[config.mk]
export PLATFORM = sky130hd
export DESIGN_NAME = pwm_dead_time_driver
export DESIGN_NICKNAME = d
export VERILOG_FILES = /design/src/rtl/pwm_pkg.sv /design/src/rtl/pwm_prescaler.sv /design/src/rtl/pwm_dead_time_driver.sv
export SDC_FILE = /design/constraint.sdc
export NUM_CORES = 1
export LEC_CHECK = 0
export ABC_AREA = 0
export CAP_MARGIN = 20
export CORE_MARGIN = 2
export CORE_UTILIZATION = 40
export DETAILED_ROUTE_END_ITERATION = 6
export SYNTH_ARGS = -nofsm -noshare
export SYNTH_HDL_FRONTEND = slang
export SYNTH_SLANG_ARGS = --single-unit
[constraint.sdc]
create_clock -name clk -period 1.6 [get_ports clk]
set_input_delay 0.32 -clock clk [delete_from_list [all_inputs] [get_ports clk]]
set_output_delay 0.32 -clock clk [all_outputs]
set_load 0.1 [all_outputs]
[src/rtl/pwm_pkg.sv]
// Shared types and constants for the complementary PWM driver with dead time.
package pwm_pkg;

  typedef enum logic [1:0] {
    OFF      = 2'd0,
    DEAD     = 2'd1,
    DRIVE_HI = 2'd2,
    DRIVE_LO = 2'd3
  } pwm_state_t;

  localparam logic [7:0] PWM_CNT_MAX = 8'd254;

  function automatic logic [7:0] cnt_next(input logic [7:0] cnt);
    return (cnt == PWM_CNT_MAX) ? 8'd0 : cnt + 8'd1;
  endfunction

endpackage

[src/rtl/pwm_prescaler.sv]
// Clock prescaler: free-running 0..PRESCALE-1 counter with a one-clk tick on the
// last count. Clear holds the counter at zero and suppresses the tick.
module pwm_prescaler #(
  parameter int PRESCALE = 4
) (
  input  logic clk,
  input  logic rst_n,
  input  logic clear,
  output logic tick
);

  localparam int W = (PRESCALE > 1) ? $clog2(PRESCALE) : 1;
  localparam logic [W-1:0] LAST = W'(PRESCALE - 1);

  logic [W-1:0] count_q;
  logic [W-1:0] count_d;

  always_comb begin
    if (clear) begin
      count_d = '0;
    end else if (count_q == LAST) begin
      count_d = '0;
    end else begin
      count_d = count_q + W'(1);
    end
  end

  always_ff @(posedge clk) begin
    if (!rst_n) begin
      count_q <= '0;
    end else begin
      count_q <= count_d;
    end
  end

  assign tick = (count_q == LAST) & ~clear;

endmodule

[src/rtl/pwm_dead_time_driver.sv]
// Complementary half-bridge PWM with double-buffered duty and programmable dead
// time; both gates are driven from flops that decode the next FSM state.
module pwm_dead_time_driver
  import pwm_pkg::*;
#(
  parameter int PRESCALE  = 4,
  parameter int DEAD_TIME = 2
) (
  input  logic       clk,
  input  logic       rst_n,
  input  logic       enable,
  input  logic [7:0] duty_in,
  input  logic       duty_valid,
  output logic       pwm_hi,
  output logic       pwm_lo,
  output logic       period_start,
  output logic [7:0] duty_active
);

  localparam logic [3:0] DEAD_LAST = 4'(DEAD_TIME - 1);

  pwm_state_t state_q, state_d;
  logic [7:0] cnt_q, cnt_d;
  logic [7:0] shadow_q, shadow_d;
  logic [7:0] duty_active_q, duty_active_d;
  logic [3:0] dead_q, dead_d;
  logic       pwm_hi_q, pwm_hi_d;
  logic       pwm_lo_q, pwm_lo_d;
  logic       period_start_q, period_start_d;

  logic tick_s;
  logic presc_clear_s;
  logic raw_hi_s;
  logic wrap_s;
  logic load_s;

  // Holding the prescaler in OFF aligns its phase with the period load on enable.
  assign presc_clear_s = ~enable | (state_q == OFF);

  pwm_prescaler #(
    .PRESCALE(PRESCALE)
  ) u_prescaler (
    .clk  (clk),
    .rst_n(rst_n),
    .clear(presc_clear_s),
    .tick (tick_s)
  );

  assign raw_hi_s = (cnt_q < duty_active_q);
  assign wrap_s   = tick_s & (cnt_q == PWM_CNT_MAX);
  assign load_s   = enable & ((state_q == OFF) | wrap_s);

  always_comb begin
    shadow_d       = duty_valid ? duty_in : shadow_q;
    period_start_d = load_s;
    if (load_s) begin
      duty_active_d = shadow_d;
    end else begin
      duty_active_d = duty_active_q;
    end
    if (!enable) begin
      cnt_d = 8'd0;
    end else if (tick_s) begin
      cnt_d = cnt_next(cnt_q);
    end else begin
      cnt_d = cnt_q;
    end
  end

  always_comb begin
    state_d = state_q;
    dead_d  = 4'd0;
    if (!enable) begin
      state_d = OFF;
    end else begin
      case (state_q)
        OFF:      state_d = DEAD;
        DEAD: begin
          if (dead_q == DEAD_LAST) begin
            state_d = raw_hi_s ? DRIVE_HI : DRIVE_LO;
          end else begin
            dead_d = dead_q + 4'd1;
          end
        end
        DRIVE_HI: begin
          if (!raw_hi_s) begin
            state_d = DEAD;
          end else begin
            state_d = DRIVE_HI;
          end
        end
        DRIVE_LO: begin
          if (raw_hi_s) begin
            state_d = DEAD;
          end else begin
            state_d = DRIVE_LO;
          end
        end
        default:  state_d = OFF;
      endcase
    end
    pwm_hi_d = (state_d == DRIVE_HI);
    pwm_lo_d = (state_d == DRIVE_LO);
  end

  always_ff @(posedge clk) begin
    if (!rst_n) begin
      state_q        <= OFF;
      cnt_q          <= 8'd0;
      shadow_q       <= 8'd0;
      duty_active_q  <= 8'd0;
      dead_q         <= 4'd0;
      pwm_hi_q       <= 1'b0;
      pwm_lo_q       <= 1'b0;
      period_start_q <= 1'b0;
    end else begin
      state_q        <= state_d;
      cnt_q          <= cnt_d;
      shadow_q       <= shadow_d;
      duty_active_q  <= duty_active_d;
      dead_q         <= dead_d;
      pwm_hi_q       <= pwm_hi_d;
      pwm_lo_q       <= pwm_lo_d;
      period_start_q <= period_start_d;
    end
  end

  assign pwm_hi       = pwm_hi_q;
  assign pwm_lo       = pwm_lo_q;
  assign period_start = period_start_q;
  assign duty_active  = duty_active_q;

endmodule

# [Yosys cells after proc, flatten, opt, wreduce, memory -nomap -nowiden]
# Cells that the tools add are included.
[totals] elab_cells=42 regBits=35 output_inout_bits=11 input_bits=12
[classes] n_addsub=3 bitwise_logic=9 order_cmp=1 n_reduce_logical=4 n_eq_ne=8 n_mux=8
[op_table] cell="2-to-1 mux 8 bit" count=2
[op_table] cell="equality test 2 bit (second input constant)" count=5
[op_table] cell="adder 8 x 1 -> 8 bit (second input constant)" count=1
[op_table] cell="equality test 8 bit (second input constant)" count=1
[op_table] cell="< comparator 8 bit" count=1
[op_table] cell="2-to-1 mux 2 bit" count=4
[op_table] cell="case mux 2 bit (4 select lines)" count=1
[op_table] cell="adder 4 x 1 -> 4 bit (second input constant)" count=1
[op_table] cell="equality test 4 x 1 -> 1 bit (second input constant)" count=1
[op_table] cell="NOT 1 bit" count=4
[op_table] cell="OR reduction 4 bit" count=1
[op_table] cell="bitwise AND 1 bit" count=3
[op_table] cell="OR reduction 3 bit" count=1
[op_table] cell="adder 2 x 1 -> 2 bit (second input constant)" count=1
[op_table] cell="equality test 2 x 1 -> 1 bit (second input constant)" count=1
[op_table] cell="zero test 2 bit" count=1
[op_table] cell="OR 1 bit" count=2
[op_table] cell="AND reduction 2 bit" count=1
[op_table] cell="2-to-1 mux 1 bit" count=1

# [Logic depth before layout (Yosys ltp)]
[logic_depth] depth_word=7 mapped_depth=7 depth_no_buf=6

# [Modules after synthesis]
# A second synthesis with hierarchy kept.
[unflattened] cells_unflattened=158 area_unflattened_um2=1631.6
[by_module_without_submodules] module="pwm_dead_time_driver" area_per_inst_um2=1542.7 cells_each=152 n_inst=1 seq_area_each_um2=660.6
[by_module_without_submodules] module="pwm_prescaler" area_per_inst_um2=88.8 cells_each=6 n_inst=1 seq_area_each_um2=40.0

# [Worst setup path before layout]
# OpenSTA, ideal clock, no wires.
[synth_path] path_kind="reg-to-reg" start="reg duty_active_q[2] (netlist: duty_active[2])" end="reg state_q[1]" synth_period_minus_slack_ns=2.229 path_buffers=0 stages_incl_launch_ff=7 required_ns=1.470 setup_time_ns=0.130 arrival_time_ns=2.099 path_slack_ns=-0.629 path_cell_list="dfxtp_1 > inv_1 > ha_1 > a211o_1 > a31oi_1 > o211a_1 > o211ai_1"
[synth_via] elab_chain_cells=4 elab_cells_between_ends=5 classes_between="order compare: 1; mux: 4"
[synth_lines] element="from (decl)" line_no="pwm_dead_time_driver.sv:25" text="logic [7:0] duty_active_q, duty_active_d;"
[synth_lines] element="from (signal assigned)" line_no="pwm_dead_time_driver.sv:120" text="duty_active_q <= duty_active_d;"
[synth_lines] element="< comparator 8 bit *" line_no="pwm_dead_time_driver.sv:49" text="assign raw_hi_s = (cnt_q < duty_active_q);"
[synth_lines] element="2-to-1 mux 2 bit, on equally long branches" line_no="pwm_dead_time_driver.sv:93, pwm_dead_time_driver.sv:86"
[synth_lines] element="case mux 2 bit (4 select lines) *" line_no="pwm_dead_time_driver.sv:76" text="case (state_q)"
[synth_lines] element="2-to-1 mux 2 bit *" line_no="pwm_dead_time_driver.sv:73" text="if (!enable) begin"
[synth_lines] element="to (signal assigned)" line_no="pwm_dead_time_driver.sv:117" text="state_q <= state_d;"
[synth_lines] element="to (decl)" line_no="pwm_dead_time_driver.sv:22" text="pwm_state_t state_q, state_d;"
# Mark *: on every way between the ends. The rest lies on a longest branch, timed or not.
# A chain may end at the register's enable or synchronous reset.

# [Final worst setup path]
[layout_path] start="reg u_prescaler.count_q[0]" end="reg duty_active_q[5] (netlist: duty_active[5])"
[layout_via] elab_chain_cells=5
[layout_lines] element="from (decl)" line_no="pwm_prescaler.sv:15" text="logic [W-1:0] count_q;"
[layout_lines] element="from (signal assigned)" line_no="pwm_prescaler.sv:32" text="count_q <= count_d;"
[layout_lines] element="equality test 2 bit" line_no="pwm_prescaler.sv:36" text="assign tick = (count_q == LAST) & ~clear;"
[layout_lines] element="bitwise AND 1 bit" line_no="pwm_prescaler.sv:36"
[layout_lines] element="bitwise AND 1 bit" line_no="pwm_dead_time_driver.sv:50" text="assign wrap_s = tick_s & (cnt_q == PWM_CNT_MAX);"
[layout_lines] element="OR 1 bit" line_no="pwm_dead_time_driver.sv:51" text="assign load_s = enable & ((state_q == OFF) | wrap_s);"
[layout_lines] element="bitwise AND 1 bit" line_no="pwm_dead_time_driver.sv:51"
# Every way passes these cells.

==> summary.txt <==
Yosys
  – Sequential element share of the synthesized area: 42.0%
  – Mux contribution to synthesized area: 10.2%
  – Synth area leaders: dfxtp_1, ha_1, mux2_2
  – Most area-hungry cell type in the Yosys netlist: dfxtp_1
  – Simple-gate share of the synthesized area: between 20% and 30%
  – Distinct cells, synth: 38
  – Yosys reg bits: 35
  – Synthesized area per cell: about 10 um^2
  – Largest family of logic cells by synthesized area: simple AND/OR/NAND/NOR gates
  – Post-Synth XOR/XNOR Area: 4.73%
  – Adder-cell area share of the yosys netlist: 9.00%
  – Post-synth top area share: 42.0%
  – Number of warnings issued by yosys: 0
  – Synth Area in Compound Gates: 7.28%
  – Mapped Nets: 188
  – Mapped Area: 0.00167 mm^2
  – Cell count after synthesis: 164

Timing
  – Final Hold Viols: 0
  – Max-slew violations: 0
  – Max Clk Rate: 0.652 GHz
  – Crit share post-route: 95.8%
  – Fin crit period: 1.53 ns
  – Max transition margin: 74.5%
  – # setup viols final: 0
  – Min Hold Slack: ~0.44 ns
  – Clk_skew: 0.00849 ns
  – Worst-Margin Slew: 0.380 ns
  – Post-route setup slack: ~0.067 ns

Hold path
  – Hold Crit Class: reg2reg
  – Hold worst-path end: u_prescaler.count_q[0]$_SDFF_PP0_
  – Hold Crit Start: u_prescaler.count_q[0]$_SDFF_PP0_
  – Cells on Worst Hold Path: 1

Clock tree
  – Clock tree buffer depth: 2
  – Clock slew at reported path FFs: 0.07 ns
  – CTS tree: yes
  – CTS Buf Count: 5
  – CTS sink count: 35
  – Clock root cell: clkbuf_8
  – CTS HTree Levels: 2
  – Worst skew pair latency: ~0.29 ns

Global routing
  – Initial antenna violation count: 0
  – Grt total ovfl: 0
  – GRT Util Overall: roughly 17%
  – Largest net degree at the start of global routing: 17
  – Number of global-route vias before repair: 1,278
  – First-pass GRT wire length: 5.88 mm

Setup path
  – CP Max Fanout: 8
  – Flop-to-flop setup slack: 0.07 ns
  – Critical path type: reg2reg
  – Critical path's slowest cell: dfxtp_1
  – CP Launch Type: flip-flop
  – FF-to-FF End: duty_active[5]$_SDFFE_PN0P_
  – Slowest stage delay, CP: 0.34 ns
  – Worst Path Required: ~1.8 ns
  – Reg2reg start: u_prescaler.count_q[0]$_SDFF_PP0_
  – R2r worst-path depth: 6
  – Crit path DAT: about 1.7 ns
  – Critical-path cell list: ha_2 -> nand2_1 -> nor3_2 -> o21ai_4 -> buf_12 -> mux2_2
  – Crit end category: flip-flop

Layout
  – Ant diodes: 0
  – Share of layout cells above drive strength 1: 40.5%
  – Core Util, Final: 58.5%
  – Fillers: 325
  – Final Net Count: around 230
  – Area delta synth->final: 40.2%

Routing
  – DRC: 0
  – Average via count per standard cell: between 4 and 5
  – Post-DRT Antenna Nets: 0
  – DRT iter0 DRCs: 25
  – Drt wl/cell: between 10 and 15 um
  – Total wire length after detailed routing: 3.40 mm
  – Pre-antenna DRT Iters: 4
  – Via Count: 1,277

Floorplanning
  – Die width: about 69 um
  – Core area: 0.00400 mm^2
  – I/O Pins: 23
  – Row count: 23
  – Die ar.: 0.00470 mm^2
  – Starting Density: 41.7%
  – Die height: 68.6 um

Place
  – Dpl hpwl: 2.56 mm
  – Worst Setup Slack post-DPL: -0.157 ns
  – Routability cong.: 0.816
  – # port buffers: 22

Pwr
  – VDD IR-drop max: 0.542 mV
  – Pwr Density: 792 mW/mm^2
  – Leak: 0.000990 uW

Run status
  – Status: finished, final reports clean

Job
  – Max Cap Violations: 0
sequential cells by signal, summed over array words and instances (netlist names):
name	flops
cnt_q	8
duty_active	8
shadow_q	8
dead_q	4
state_q	2
u_prescaler.count_q	2
period_start	1
pwm_hi	1
pwm_lo	1
power by group:
| part | internal (uW) | switching, uW | total [uW] |
|---|---|---|---|
| Clock | 295 | 308 | 603 |
| Combinational | 159 | 175 | 335 |
| Sequential | 895 | 20.6 | 915 |
| Total | 1350 | 504 | 1850 |
stage by stage:
stage / area, um^2 / setup TNS [ns] / instances / power [uW]
detailed placement: 2180 / -1.84 / 247 / 1250
CTS: 2270 / 0 / 255 / 1850
finish: 2340 / 0 / 260 / 1850
global route: 2340 / -0.0726 / 260 / 1940
global placement: 2180 / -1.62 / 247 / 1240
floorplan: 1710 / -0.0749 / 164 / 1120
layout make-up:
cell class | count | area, um^2 | area share [%]
clock buffer | 5 | 68.8 | 2.94
clock inverter | 3 | 15.0 | 0.642
tap | 50 | 62.6 | 2.68
multi-input combinational | 116 | 937 | 40.1
timing repair buffer | 42 | 493 | 21.1
inverter | 9 | 33.8 | 1.44
sequential | 35 | 728 | 31.1
worst max-delay path: cells and delay by family, from the launching register on:
family	cells	cell delay, ns
compound gates	1	0.10
simple gates	2	0.33
fa+ha+maj	1	0.24
buf+inv	1	0.15
mux	1	0.26
flops	1	0.34
cells in the mapped netlist:
cell,count
a211o_1,1
a211oi_2,1
a21o_1,1
a21oi_1,2
a31oi_1,1
and2_1,3
and2_2,7
and2b_2,8
and3_1,1
and3_2,1
buf_2,1
buf_6,2
clkbuf_1,1
dfxtp_1,35
ha_1,12
inv_1,9
mux2_2,8
mux2i_1,8
nand2_1,9
nand2b_1,3
nand3_1,3
nand3b_1,1
nand4_1,2
nand4_2,1
nor2_1,18
nor3_1,4
nor3_2,1
nor3b_1,1
nor4_1,1
nor4b_1,1
o2111ai_1,2
o2111ai_2,1
o211a_1,2
o211ai_1,1
o21ai_4,1
or2_2,1
xnor2_1,5
xor2_1,4
layer usage:
layer,part of all wire (%),track usage (%),vias to the layer above
li1,-,-,654
met1,48,22.4,596
met2,47,26.0,22
met3,4.0,6.01,5
met4,1.5,6.00,0
met5,0,0,-
timing repair:
action / in CTS / in global routing
resized for setup: 0 / 5
setup buffers: 0 / 5
setup endpoints to repair: 0 / 15
hold buffers: 0 / 0
placed cells by master (no fill, tap or decap), types with 3 or more instances in the layout:
cell	n
nand2_1	9
xor2_1	4
mux2_2	8
nor3_1	3
inv_2	4
dfxtp_1	27
clkdlybuf4s50_1	11
and2_2	7
ha_1	10
mux2i_1	8
xnor2_1	5
nand3_1	3
clkbuf_8	5
and2b_2	8
nand2b_1	3
buf_4	19
nor2_1	18
buf_12	12
inv_1	5
dfxtp_4	7
worst max-delay path by stage:
stage,start,to,slack (ns),cells after the start
after floorplan,duty_active[2]$_SDFFE_PN0P_,state_q[1]$_SDFF_PN0_,-0.03,6
after global placement,duty_valid,duty_active[2]$_SDFFE_PN0P_,-0.11,5
after detailed placement,duty_valid,duty_active[5]$_SDFFE_PN0P_,-0.16,5
after CTS,duty_active[7]$_SDFFE_PN0P_,pwm_hi$_SDFF_PN0_,0.03,6
after global routing,u_prescaler.count_q[0]$_SDFF_PP0_,duty_active[5]$_SDFFE_PN0P_,-0.02,6
final,u_prescaler.count_q[0]$_SDFF_PP0_,duty_active[5]$_SDFFE_PN0P_,0.07,6
cells by family after synthesis:
| family | Yosys count |
|---|---|
| buffers and inverters | 13 |
| adders and majority gates | 12 |
| AOI/OAI and AO/OA | 13 |
| DFF | 35 |
| muxes | 16 |
| and+or+nand+nor | 66 |
| xor gates and xnor gates | 9 |
(Power assumes the default switching activity.)
